## config.mk

```make
export PLATFORM = sky130hd
export DESIGN_NAME = mul_writeback_unit
export DESIGN_NICKNAME = d
export VERILOG_FILES = /design/src/rtl/mul_writeback_unit.sv
export SDC_FILE = /design/constraint.sdc
export NUM_CORES = 1
export LEC_CHECK = 0
export ABC_CLOCK_PERIOD_IN_PS = 11400
export CAP_MARGIN = 10
export CORE_MARGIN = 3
export CORE_UTILIZATION = 45
export DETAILED_ROUTE_END_ITERATION = 16
export PLACE_DENSITY = 0.67
export SKIP_CTS_REPAIR_TIMING = 1
export SYNTH_ARGS = -nofsm -noshare
export SYNTH_HDL_FRONTEND = slang
export SYNTH_SLANG_ARGS = --single-unit
```

## constraint.sdc

```tcl
create_clock -name Clock -period 11.4 [get_ports Clock]
set_clock_uncertainty 0.2 [all_clocks]
set_input_delay 2.85 -clock Clock [delete_from_list [all_inputs] [get_ports Clock]]
set_output_delay 2.85 -clock Clock [all_outputs]
set_load 0.01 [all_outputs]
```

## src/rtl/mul_writeback_unit.sv

```systemverilog
// mul_writeback_unit: shift-add multiplier (one multiplier bit per clock) that writes its product to the register file.
// Build option MUL_HI_WRITE_EN: also write the upper product half to (RD+1) mod 2**IDX_W in a second writeback cycle.
`timescale 1ns/1ps
module mul_writeback_unit #(
  parameter int WIDTH = 24,
  parameter int IDX_W = 4
) (
  input  logic             Clock,
  input  logic             Reset,
  input  logic             Start,
  input  logic [IDX_W-1:0] RdIn,
  input  logic [WIDTH-1:0] OperandA,
  input  logic [WIDTH-1:0] OperandB,
  output logic             Busy,
  output logic             Done,
  output logic [IDX_W-1:0] RD,
  output logic [WIDTH-1:0] WriteData,
  output logic             RegWrite
);

  localparam int CNT_W = $clog2(WIDTH);
`ifdef MUL_HI_WRITE_EN
  localparam int ACC_W = 2 * WIDTH;
  typedef enum logic [1:0] {IDLE = 2'd0, CALC = 2'd1, WB_LO = 2'd2, WB_HI = 2'd3} state_t;
`else
  // Only the low half is ever written, so the upper accumulator bits are not kept.
  localparam int ACC_W = WIDTH;
  typedef enum logic [1:0] {IDLE = 2'd0, CALC = 2'd1, WB_LO = 2'd2} state_t;
`endif

  state_t           state, next_state;
  logic [WIDTH-1:0] a_q, b_q;
  logic [IDX_W-1:0] rd_q, rd_out;
  logic [WIDTH-1:0] wd_out;
  logic [ACC_W-1:0] acc, partial, acc_next;
  logic [CNT_W-1:0] cnt;
  logic             last_iter;

  assign partial   = b_q[0] ? (ACC_W'(a_q) << cnt) : '0;
  assign acc_next  = acc + partial;
  assign last_iter = (cnt == CNT_W'(WIDTH - 1));
  assign RD        = rd_out;
  assign WriteData = wd_out;

  always_comb begin
    // NOTE: every output of this block gets a default first, so no path can infer a latch.
    next_state = state;
    Busy       = (state != IDLE);
    RegWrite   = 1'b0;
    Done       = 1'b0;
    case (state)
      IDLE: if (Start) next_state = CALC;
      CALC: if (last_iter) next_state = WB_LO;
`ifdef MUL_HI_WRITE_EN
      WB_LO: begin
        RegWrite   = 1'b1;
        next_state = WB_HI;
      end
      WB_HI: begin
        RegWrite   = 1'b1;
        Done       = 1'b1;
        next_state = IDLE;
      end
`else
      WB_LO: begin
        RegWrite   = 1'b1;
        Done       = 1'b1;
        next_state = IDLE;
      end
`endif
      default: next_state = IDLE;
    endcase
  end

  always_ff @(posedge Clock or posedge Reset) begin
    if (Reset) begin
      state  <= IDLE;
      a_q    <= '0;
      b_q    <= '0;
      rd_q   <= '0;
      acc    <= '0;
      cnt    <= '0;
      rd_out <= '0;
      wd_out <= '0;
    end else begin
      // NOTE: non-blocking assignments, so every register here samples pre-edge values.
      state <= next_state;
      case (state)
        IDLE: begin
          if (Start) begin
            a_q  <= OperandA;
            b_q  <= OperandB;
            rd_q <= RdIn;
            acc  <= '0;
            cnt  <= '0;
          end
        end
        CALC: begin
          acc <= acc_next;
          b_q <= b_q >> 1;
          cnt <= cnt + 1'b1;
          // Write port registers load on the edge into WB_LO, so they hold steady through writeback.
          if (last_iter) begin
            rd_out <= rd_q;
            wd_out <= acc_next[WIDTH-1:0];
          end
        end
`ifdef MUL_HI_WRITE_EN
        WB_LO: begin
          rd_out <= rd_q + 1'b1;
          wd_out <= acc[ACC_W-1:WIDTH];
        end
`endif
        default: ;
      endcase
    end
  end

endmodule
```

==> flow_summary.yaml <==
outcome:
  status: "finished, final reports clean"
logic_synthesis:
  ys.flop_type: "dfrtp_1"
  synthCells: 714
  syn_nets: 794
  ys_seq_elements: 111
  yosysWarnings: 0
  synth_area_um2: 6630
  syn_area_per_cell_um2: 9.28
  yosysUniqueCellTypes: 47
  async_reset_ff_share_pct: 100
  synth-edff-count: 0
  yosysSeqAreaShare_pct: 41.9
worst_setup_path:
  worst_ep_arrival_time_ps: 4910
  reg2reg_slack_ps: 6740
  slowest_delay_ps: 760
  cp.buffers_inverters: 3
  cp_slowest_cell: "buf_4"
  end_kind: "flop"
  cp_cell_sequence: "clkdlybuf4s50_1 > inv_1 > nor2_4 > buf_4 > nor2_1 > o21ai_0 > o41ai_1"
  setup.worst_path.class: "input pin to flop"
  critPathMaxFanout: 74
  cp-start-kind: "input pin"
  required_ps: 11430
  crit_family: "buffers and inverters"
job:
  cap_viol_max_count: 0
die:
  placementRows: 43
  initial_core_util_pct: 46.8
  core_um2: 14100
  pin_count: 86
  fp.dieH_um: 127
  dieArea_um2: 16200
  die-width_um: 127
global_routing:
  first_global_vias: 5100
  grt_pass1_wl_um: 25500
  antenna_found_initial: 0
  grt_start_max_net_pins: 77
  overflow: 0
  grt_usage_pct: 19.4
place:
  place.gp.congestion: 0.943
  dpl.hpwl_um: 10900
  io_buffers: 85
timing:
  fin_worst_hold_slack_ps: 269
  slew_headroom_pct: 34.7
  fmax_ghz: 0.205
  tightest_slew_ps: 979
  finalSetupTns_ps: 0
  rsz0062_at_grt: "false"
  drv_slew: 0
  period_share_pct: 42.8
  setup_violations: 0
  hold_violations: 0
  period_needed_ps: 4880
route:
  wl_per_cell_um: 15.8
  wl_um: 15100
  via_per_inst: 5.51
  vias: 5245
  first_iter_violations: 335
  antenna_left: 0
  drtPass1Iterations: 4
  drc_errors: 0
clock_network:
  cts_buffers: 9
  insertion_delay_ps: 360
  cts.sinks: 111
  clockBufferDepth: 2
  root_buffer: "clkbuf_16"
  h-tree-depth: 3
  cts_tree: "yes"
  cts.reportedPaths.clkPinSlew_ps: 70
finish:
  drive_above_1_share_pct: 9.97
  num_antenna_cells: 0
  area_delta_synth_final_pct: 18.2
  final_nets: 847
power_and_ir_drop:
  vdd_drop_max_mv: 0.103
  p_leak_nw: 3.29
  p_per_area_nw_per_um2: 300
hold_path:
  min-delay-path-class: "flop to flop"
worst min-delay path: cells and delay by family (launching register included):
kind / cells / cell delay, ps
flops: 1 / 340
simple gates: 2 / 100
cells in the final DEF (no fill, tap or decap), drive strengths merged, types with 2 or more instances in the layout:
| cell | instances |
|---|---|
| o41ai | 2 |
| nor3 | 5 |
| a21oi | 37 |
| and3 | 3 |
| o21a | 4 |
| a211o | 2 |
| mux2 | 40 |
| mux2i | 48 |
| nand2 | 116 |
| clkdlybuf4s50 | 85 |
| o31ai | 4 |
| buf | 6 |
| nor2b | 7 |
| clkbuf | 9 |
| nand4 | 6 |
| inv | 15 |
| a211oi | 10 |
| and2 | 10 |
| nand2b | 3 |
| o211ai | 6 |
| xor2 | 10 |
| or2 | 4 |
| nand3 | 15 |
| dfrtp | 111 |
| a21o | 4 |
| xnor2 | 14 |
| o22ai | 25 |
| nor2 | 38 |
| o21ai | 85 |
| o22a | 3 |
| a31oi | 5 |
| clkinv | 5 |
| mux4 | 4 |
| ha | 24 |
through the flow:
stage	util (%)	setup WS [ps]	cells	cell area, um2	power [mW]
after floorplan	-	5420	714	6630	1.67
final	55.4	6520	952	7830	2.35
after detailed placement	53.4	6120	936	7550	2.05
after CTS	55.4	6500	952	7830	2.36
after global routing	55.4	6330	952	7830	2.55
after global placement	53.4	6190	936	7550	2.01
metal layers:
metal  global-route usage, %  share of wire, %  routed length (um)
met1                    26.5                47                7080
met2                    30.9                47                7030
met3                    4.06               4.7                 702
met4                    6.12               1.7                 262
met5                       0                 0                   0
logic make-up (layout without fill, tap and decap cells):
kind of cell / after synthesis / count (layout) / synth area share, %
AOI/OAI and AO/OA: 190 / 190 / 16.8
xor gates and xnor gates: 24 / 24 / 3.29
muxes: 92 / 92 / 15.5
DFF: 111 / 111 / 41.9
and+or+nand+nor: 210 / 210 / 13.9
buffers and inverters: 62 / 120 / 3.85
adders and majority gates: 25 / 25 / 4.83
final timing paths:
path / endpoint / from / depth (start not counted)
worst min-delay path: RD[0]$_DFFE_PP0P_ / rd_q[0]$_DFFE_PP0P_ / 2
worst max register to register: acc[20]$_DFFE_PP0P_ / cnt[1]$_DFFE_PP0P_ / 13
worst max-delay path: cnt[4]$_DFFE_PP0P_ / Start / 7
worst min register to register: RD[0]$_DFFE_PP0P_ / rd_q[0]$_DFFE_PP0P_ / 2
min in group asynchronous: RD[0]$_DFFE_PP0P_ / Reset / 2
max in group asynchronous: a_q[11]$_DFFE_PP0P_ / Reset / 3
where the power goes:
group / switching (mW) / leakage (nW) / internal [mW]
clock: 0.153 / 0.142 / 0.151
sequential: 0.158 / 1.37 / 0.580
combinational: 0.709 / 1.78 / 0.601
total: 1.02 / 3.29 / 1.33
area by class of cell:
class	count	area, um2
fill	1297	6320
timing repair buffer	91	896
clock buffer	9	225
sequential	111	2780
inverter	13	51.3
tap	180	225
clock inverter	7	52.6
multi-input combinational	541	3600
synth_stat cells (11+ instances only):
cell type	count	share of area, %
a21oi_1	37	2.8
o21ai_0	84	6.3
inv_1	11	0.62
dfrtp_1	111	42
ha_1	24	4.5
mux2i_1	48	7.2
mux2_2	39	6.6
nor2_1	38	2.2
nand2_1	116	6.6
xnor2_1	14	1.9
nand3_1	15	1.1
clkbuf_1	37	2.1
o22ai_1	25	2.4
registers in the layout, summed over array words and instances, names as in the netlist:
register,cells
a_q,24
cnt,5
rd_q,4
b_q,24
acc,24
WriteData,24
RD,4
state,2
No activity file was read; power rests on OpenSTA's default activity.
